## config.mk

```make
export PLATFORM = sky130hd
export DESIGN_NAME = aes_key_expander
export DESIGN_NICKNAME = d
export VERILOG_FILES = /design/src/rtl/aes_key_pkg.sv /design/src/rtl/aes_sub_word.sv /design/src/rtl/aes_key_expander.sv
export SDC_FILE = /design/constraint.sdc
export NUM_CORES = 2
export LEC_CHECK = 0
export BUFFER_PORTS_ARGS = -buffer_cell sky130_fd_sc_hd__buf_2
export CORE_MARGIN = 10
export CORE_UTILIZATION = 50
export CTS_BUF_LIST = sky130_fd_sc_hd__clkbuf_4 sky130_fd_sc_hd__clkbuf_8
export CTS_CLUSTER_DIAMETER = 200
export DETAILED_ROUTE_END_ITERATION = 8
export PLACE_DENSITY_LB_ADDON = 0.08
export SLEW_MARGIN = 15
export SYNTH_ARGS = -nofsm -noshare
export SYNTH_HDL_FRONTEND = slang
export SYNTH_SLANG_ARGS = --single-unit
```

## constraint.sdc

```tcl
create_clock -name clk -period 6.2 [get_ports clk]
set_clock_uncertainty 0.2 [all_clocks]
set_input_delay 1.24 -clock clk [delete_from_list [all_inputs] [get_ports clk]]
set_output_delay 1.24 -clock clk [all_outputs]
set_load 0.005 [all_outputs]
```

## src/rtl/aes_key_pkg.sv

```systemverilog
// Shared AES key-schedule definitions: key-length derivations, rcon step,
// S-box table and the expander state encoding.
package aes_key_pkg;

   localparam int KEY_LEN_128 = 128;
   localparam int KEY_LEN_192 = 192;
   localparam int KEY_LEN_256 = 256;

   function automatic int nk_of(input int key_len);
      case (key_len)
         KEY_LEN_192: return 6;
         KEY_LEN_256: return 8;
         default:     return 4;
      endcase
   endfunction

   function automatic int nr_of(input int nk);
      return nk + 6;
   endfunction

   function automatic int nw_of(input int nr);
      return 4 * (nr + 1);
   endfunction

   function automatic logic [7:0] xtime(input logic [7:0] b);
      return {b[6:0], 1'b0} ^ (b[7] ? 8'h1b : 8'h00);
   endfunction

   typedef enum logic [1:0] {
      IDLE,
      EXPAND,
      READY
   } keyexp_state_t;

   localparam logic [7:0] SBOX [256] = '{
      8'h63, 8'h7c, 8'h77, 8'h7b, 8'hf2, 8'h6b, 8'h6f, 8'hc5,
      8'h30, 8'h01, 8'h67, 8'h2b, 8'hfe, 8'hd7, 8'hab, 8'h76,
      8'hca, 8'h82, 8'hc9, 8'h7d, 8'hfa, 8'h59, 8'h47, 8'hf0,
      8'had, 8'hd4, 8'ha2, 8'haf, 8'h9c, 8'ha4, 8'h72, 8'hc0,
      8'hb7, 8'hfd, 8'h93, 8'h26, 8'h36, 8'h3f, 8'hf7, 8'hcc,
      8'h34, 8'ha5, 8'he5, 8'hf1, 8'h71, 8'hd8, 8'h31, 8'h15,
      8'h04, 8'hc7, 8'h23, 8'hc3, 8'h18, 8'h96, 8'h05, 8'h9a,
      8'h07, 8'h12, 8'h80, 8'he2, 8'heb, 8'h27, 8'hb2, 8'h75,
      8'h09, 8'h83, 8'h2c, 8'h1a, 8'h1b, 8'h6e, 8'h5a, 8'ha0,
      8'h52, 8'h3b, 8'hd6, 8'hb3, 8'h29, 8'he3, 8'h2f, 8'h84,
      8'h53, 8'hd1, 8'h00, 8'hed, 8'h20, 8'hfc, 8'hb1, 8'h5b,
      8'h6a, 8'hcb, 8'hbe, 8'h39, 8'h4a, 8'h4c, 8'h58, 8'hcf,
      8'hd0, 8'hef, 8'haa, 8'hfb, 8'h43, 8'h4d, 8'h33, 8'h85,
      8'h45, 8'hf9, 8'h02, 8'h7f, 8'h50, 8'h3c, 8'h9f, 8'ha8,
      8'h51, 8'ha3, 8'h40, 8'h8f, 8'h92, 8'h9d, 8'h38, 8'hf5,
      8'hbc, 8'hb6, 8'hda, 8'h21, 8'h10, 8'hff, 8'hf3, 8'hd2,
      8'hcd, 8'h0c, 8'h13, 8'hec, 8'h5f, 8'h97, 8'h44, 8'h17,
      8'hc4, 8'ha7, 8'h7e, 8'h3d, 8'h64, 8'h5d, 8'h19, 8'h73,
      8'h60, 8'h81, 8'h4f, 8'hdc, 8'h22, 8'h2a, 8'h90, 8'h88,
      8'h46, 8'hee, 8'hb8, 8'h14, 8'hde, 8'h5e, 8'h0b, 8'hdb,
      8'he0, 8'h32, 8'h3a, 8'h0a, 8'h49, 8'h06, 8'h24, 8'h5c,
      8'hc2, 8'hd3, 8'hac, 8'h62, 8'h91, 8'h95, 8'he4, 8'h79,
      8'he7, 8'hc8, 8'h37, 8'h6d, 8'h8d, 8'hd5, 8'h4e, 8'ha9,
      8'h6c, 8'h56, 8'hf4, 8'hea, 8'h65, 8'h7a, 8'hae, 8'h08,
      8'hba, 8'h78, 8'h25, 8'h2e, 8'h1c, 8'ha6, 8'hb4, 8'hc6,
      8'he8, 8'hdd, 8'h74, 8'h1f, 8'h4b, 8'hbd, 8'h8b, 8'h8a,
      8'h70, 8'h3e, 8'hb5, 8'h66, 8'h48, 8'h03, 8'hf6, 8'h0e,
      8'h61, 8'h35, 8'h57, 8'hb9, 8'h86, 8'hc1, 8'h1d, 8'h9e,
      8'he1, 8'hf8, 8'h98, 8'h11, 8'h69, 8'hd9, 8'h8e, 8'h94,
      8'h9b, 8'h1e, 8'h87, 8'he9, 8'hce, 8'h55, 8'h28, 8'hdf,
      8'h8c, 8'ha1, 8'h89, 8'h0d, 8'hbf, 8'he6, 8'h42, 8'h68,
      8'h41, 8'h99, 8'h2d, 8'h0f, 8'hb0, 8'h54, 8'hbb, 8'h16
   };

endpackage

```

## src/rtl/aes_sub_word.sv

```systemverilog
// SubWord: four parallel S-box lookups on a 32-bit schedule word.
module aes_sub_word
   import aes_key_pkg::*;
(
   input  logic [31:0] word_in,
   output logic [31:0] word_out
);

   assign word_out = {SBOX[word_in[31:24]],
                      SBOX[word_in[23:16]],
                      SBOX[word_in[15:8]],
                      SBOX[word_in[7:0]]};

endmodule

```

## src/rtl/aes_key_expander.sv

```systemverilog
// AES-128/192/256 key schedule, one word per cycle, registered round-key read.
// Optional AES_KEYGEN_REV_READ_EN adds rd_rev for decryption-order reads.
module aes_key_expander
   import aes_key_pkg::*;
#(
   parameter int KEY_LEN = 128
) (
   input  logic               clk,
   input  logic               rst,
   input  logic               start,
   input  logic [KEY_LEN-1:0] key_in,
   output logic               busy,
   output logic               done,
   input  logic [3:0]         rd_addr,
   input  logic               rd_en,
`ifdef AES_KEYGEN_REV_READ_EN
   input  logic               rd_rev,
`endif
   output logic [127:0]       rd_key,
   output logic               rd_valid,
   output logic               rd_err
);

   localparam int NK = nk_of(KEY_LEN);
   localparam int NR = nr_of(NK);
   localparam int NW = nw_of(NR);

   localparam logic [5:0] I_LAST   = 6'(NW - 1);
   localparam logic [5:0] I_FIRST  = 6'(NK);
   localparam logic [2:0] CNT_LAST = 3'(NK - 1);
   localparam logic [3:0] NR_A     = 4'(NR);

   if (KEY_LEN != KEY_LEN_128 && KEY_LEN != KEY_LEN_192 &&
       KEY_LEN != KEY_LEN_256) begin : g_bad_len
      $error("aes_key_expander: KEY_LEN must be 128, 192 or 256");
   end

   keyexp_state_t state_q, state_d;

   logic [5:0]  idx_q;
   logic [2:0]  cnt_q;
   logic [7:0]  rcon_q;
   logic [31:0] win_q [NK];
   logic [31:0] w_q   [NW];

   logic        start_acc;
   logic [31:0] prev_w;
   logic [31:0] sub_in;
   logic [31:0] sub_out;
   logic [31:0] new_w;

   assign start_acc = start && (state_q != EXPAND);
   assign busy      = (state_q == EXPAND);
   assign done      = (state_q == READY);

   // Window holds w[i-NK] .. w[i-1], so the recurrence needs no store muxing.
   assign prev_w = win_q[NK-1];
   assign sub_in = (cnt_q == 3'd0) ? {prev_w[23:0], prev_w[31:24]} : prev_w;

   aes_sub_word u_sub (
      .word_in  (sub_in),
      .word_out (sub_out)
   );

   always_comb begin
      new_w = win_q[0] ^ prev_w;
      unique case (1'b1)
         (cnt_q == 3'd0):
            new_w = win_q[0] ^ sub_out ^ {rcon_q, 24'h0};
         (NK == 8 && cnt_q == 3'd4):
            new_w = win_q[0] ^ sub_out;
         default: ;
      endcase
   end

   always_comb begin
      state_d = state_q;
      unique case (state_q)
         IDLE, READY: if (start_acc) state_d = EXPAND;
         EXPAND:      if (idx_q == I_LAST) state_d = READY;
         default:     state_d = IDLE;
      endcase
   end

   always_ff @(posedge clk) begin
      if (rst) state_q <= IDLE;
      else     state_q <= state_d;
   end

   always_ff @(posedge clk) begin
      if (rst) begin
         idx_q  <= '0;
         cnt_q  <= '0;
         rcon_q <= '0;
         for (int j = 0; j < NK; j++) win_q[j] <= '0;
         for (int j = 0; j < NW; j++) w_q[j]   <= '0;
      end else if (start_acc) begin
         idx_q  <= I_FIRST;
         cnt_q  <= '0;
         rcon_q <= 8'h01;
         for (int j = 0; j < NK; j++) begin
            win_q[j] <= key_in[KEY_LEN-1-32*j -: 32];
            w_q[j]   <= key_in[KEY_LEN-1-32*j -: 32];
         end
      end else if (state_q == EXPAND) begin
         w_q[idx_q] <= new_w;
         for (int j = 0; j < NK - 1; j++) win_q[j] <= win_q[j+1];
         win_q[NK-1] <= new_w;
         idx_q <= idx_q + 6'd1;
         cnt_q <= (cnt_q == CNT_LAST) ? 3'd0 : cnt_q + 3'd1;
         if (cnt_q == 3'd0) rcon_q <= xtime(rcon_q);
      end
   end

   logic [3:0] rd_round;
   logic [5:0] rd_base;
   logic       rd_ok;

`ifdef AES_KEYGEN_REV_READ_EN
   assign rd_round = rd_rev ? (NR_A - rd_addr) : rd_addr;
`else
   assign rd_round = rd_addr;
`endif
   assign rd_base = {rd_round, 2'b00};

   // A start accepted this cycle invalidates the schedule being read.
   assign rd_ok = rd_en && (state_q == READY) && !start_acc &&
                  (rd_addr <= NR_A);

   always_ff @(posedge clk) begin
      if (rst) begin
         rd_key   <= '0;
         rd_valid <= 1'b0;
         rd_err   <= 1'b0;
      end else begin
         rd_valid <= rd_ok;
         rd_err   <= rd_en && !rd_ok;
         if (rd_ok)
            rd_key <= {w_q[rd_base], w_q[rd_base + 6'd1],
                       w_q[rd_base + 6'd2], w_q[rd_base + 6'd3]};
      end
   end

endmodule

```

==> flow_metrics.env <==
export IMPL_leakage_nw=45.41
export IMPL_grt_max_degree=95
export IMPL_cts_tree="yes"
export IMPL_synth_most_common_cell="edfxtp_1"
export IMPL_routed_via_count=83630
export IMPL_cap_violations=0
export IMPL_yosys_top_cells_count="edfxtp_1, nor2_1, nand2_1"
export IMPL_setup_viol=0
export IMPL_die_w_um=490.4
export IMPL_initial_utilization=0.5031
export IMPL_synth_cell_types=107
export IMPL_synth_edff_count=2176
export IMPL_finalWirelength_um=482500
export IMPL_worstSkewPairLatency_ps=1110
export IMPL_ys_warn_count=0
export IMPL_synth_ff_type="edfxtp_1"
export IMPL_grt_util_all_layers=0.3891
export IMPL_fin_crit_sh=0.9629
export IMPL_die_h_um=490.4
export IMPL_syn_inst=8327
export IMPL_overflow=0
export IMPL_rr_startpoint="cnt_q[0]$_SDFFE_PP0P_"
export IMPL_cts_sinks=2325
export IMPL_p_per_area_nw_per_um2=371.3
export IMPL_ctsHoldBuffers=0
export IMPL_status="complete, no violations"
export IMPL_ys_seq_area_frac=0.6175
export IMPL_worst_pin_slew_ps=1314
export IMPL_grt_pass1_vias=80080
export IMPL_ys_seq_elements=2325
export IMPL_rsz0062_at_grt="false"
export IMPL_finalWorstSetupSlack_ps=230.3
export IMPL_hold_class="flop to flop"
export IMPL_slew_headroom=0.1210
export IMPL_port_buffers=267
export IMPL_fmax_mhz=167.5
export IMPL_clkTransAtPathRegs_ps=60
export IMPL_drive_above_1_share=0.2654
export IMPL_worstPathRequired_ps=6810
export IMPL_hold_viol=0
export IMPL_wl_per_cell_um=39.92
export IMPL_crit_arrival_ps=6580
export IMPL_synth_area_leaders="edfxtp_1, mux4_2, nor2_1"
export IMPL_syn_num_nets=8516
export IMPL_drt_iter0_drc=14020
export IMPL_cp_startpoint="cnt_q[0]$_SDFFE_PP0P_"
export IMPL_dpl_worst_slack_ps=248.9
export IMPL_cp_slowest_stage_delay_ps=720
export IMPL_cts_resized=0
export IMPL_tns_ps=0
export IMPL_critPathCapture="w_q[50][21]$_DFFE_PP_"
export IMPL_post_cts_buffers=0
export IMPL_final_cells=12090
export IMPL_rr_worst_depth=19
export IMPL_postSynth_asyncResetShare=0
export IMPL_drc_errors=0
export IMPL_r2r_setup_slack_ps=230
export IMPL_period_needed_ps=5970
export IMPL_synth_top_area_frac=0.5905
export IMPL_h_tree_depth=5
export IMPL_area_growth_pct=14.44
export IMPL_post_drt_via_cell_ratio=6.919
export IMPL_critPathCaptureType="flop"
export IMPL_postSynthAreaPerCell_sq_um=13.29
export IMPL_top_level_ports=268
export IMPL_synth_cell_area_sq_um=110700
export IMPL_clockRootBuffer="clkbuf_8"
export IMPL_routabilityCongestion=1.028
export IMPL_rows=172
export IMPL_cpMostUsedCell="buf_4"
export IMPL_cts_inserted_buffers=391
export IMPL_antenna_found_initial=68
export IMPL_worst_path_max_fanout=15
export IMPL_fin_nets=8988
export IMPL_vdd_drop_max_uv=345.7
export IMPL_postRouteAntennaNets=0
export IMPL_critPathKind="flop to flop"
export IMPL_dp_cells=11360
export IMPL_slew_viol_final=0
export IMPL_crit_path_top_delay_cell="o311ai_0"
export IMPL_clk_path_buf_depth=4
export IMPL_r2r_end="w_q[50][21]$_DFFE_PP_"
export IMPL_grt_pass1_wl_um=660000
export IMPL_die_area_sq_um=240500
export IMPL_critPathLaunchType="flop"
export IMPL_dp_hpwl_um=326200
export IMPL_core_area_sq_um=219900
export IMPL_path_cells="inv_1, ha_1, buf_4, nor2b_4, buf_4, mux2i_2, buf_4, buf_4, ha_1, nor2_1, o311ai_0, buf_4, o311ai_0, o21ai_1, nand4b_1, o21a_1, xor2_4, inv_2, buf_12"
export IMPL_firstDrtPassIters=7
export IMPL_yosys_area_top_type="edfxtp_1"
worst min path at each step:
stage                         endpoint  depth (start not counted)               startpoint
3_5_place_dp   rd_key[35]$_SDFFE_PP0P_                          2  rd_key[35]$_SDFFE_PP0P_
2_1_floorplan   rcon_q[6]$_SDFFE_PP0P_                          2   rcon_q[5]$_SDFFE_PP0P_
6_report       rd_key[41]$_SDFFE_PP0P_                          2  rd_key[41]$_SDFFE_PP0P_
4_1_cts          win_q[3][2]$_DFFE_PP_                          3                key_in[2]
5_1_grt        rd_key[14]$_SDFFE_PP0P_                          2  rd_key[14]$_SDFFE_PP0P_
3_3_place_gp   rd_key[37]$_SDFFE_PP0P_                          2  rd_key[37]$_SDFFE_PP0P_
layout make-up:
| class | instances | area, sq um |
|---|---|---|
| Fill cell | 17880 | 93310 |
| Sequential cell | 2325 | 68330 |
| Multi-Input combinational cell | 5094 | 39230 |
| Timing Repair Buffer | 890 | 7283 |
| Clock buffer | 569 | 6899 |
| Tap cell | 2958 | 3701 |
| Clock inverter | 119 | 740.7 |
| Inverter | 97 | 364.1 |
| Antenna cell | 35 | 87.58 |
cells in the final DEF, fill, tap and decap left out, drive strengths merged, types with 21 or more instances in the layout:
master / n
nand2b: 60
and2: 21
clkbuf: 570
o22ai: 29
buf: 889
mux4: 646
o2111ai: 24
nor2: 1532
a31oi: 92
o21ai: 378
ha: 53
mux2: 21
a211oi: 102
a21oi: 360
clkinv: 106
inv: 95
o211ai: 82
o311ai: 44
nand2: 763
a311oi: 38
xor2: 22
and3: 21
edfxtp: 2176
a221oi: 36
dfxtp: 149
xnor2: 38
mux2i: 63
o31ai: 36
a22oi: 39
diode: 35
o221ai: 39
nand3: 93
nor3: 96
power breakdown:
part / total (mW) / switching, mW / internal (mW)
Sequential: 18.8 / 0.343 / 18.5
Combinational: 14.6 / 10.5 / 4.04
Clock: 13.6 / 6.27 / 7.36
logic make-up (layout without fill, tap and decap cells):
logic type,after synthesis,in the layout,synth area share
AND/OR/NAND/NOR,2712,2712,0.1017
flip-flops,2325,2325,0.6175
AO/OA/AOI/OAI,1539,1539,0.09297
buffers and inverters,909,1675,0.03571
multiplexers,730,730,0.1399
XOR/XNOR,59,60,0.006298
adder cells (fa/ha/maj),53,53,0.005993
other,0,35,0
flip-flops by register name, summed over array words and instances (netlist names):
name and count:
rd_key 128, rd_valid 1, rcon_q 8, win_q 128, state_q 2, w_q 2048, idx_q 6, rd_err 1
cnt_q 3
worst max-delay path, delay by kind of cell (launching register included):
family / cells / cell delay (ps)
simple gates: 3 / 620
xor+xnor: 1 / 430
flops: 1 / 350
compound gates: 4 / 1510
buf+inv: 8 / 1550
fa+ha+maj: 2 / 740
mux: 1 / 320
per-layer routing:
metal / GRT usage / part of all wire / vias to the layer above
met5: 0 / 0.00089 / -
met4: 0.2129 / 0.066 / 60
met2: 0.5552 / 0.43 / 6940
li1: - / - / 32740
met1: 0.5147 / 0.36 / 42560
met3: 0.1465 / 0.14 / 1327
through the flow:
stage	instance area [sq um]	power, mW	util	hold slack (ps)
5_1_grt	126600	48.00	0.5755	267.1
3_3_place_gp	118800	33.07	0.5403	239.2
3_5_place_dp	118900	33.03	0.5405	243.1
4_1_cts	126500	46.44	0.5753	191.4
2_1_floorplan	110700	25.52	-	250.2
6_report	126600	47.02	0.5758	250.3
Power figures use the tool's default switching activity.
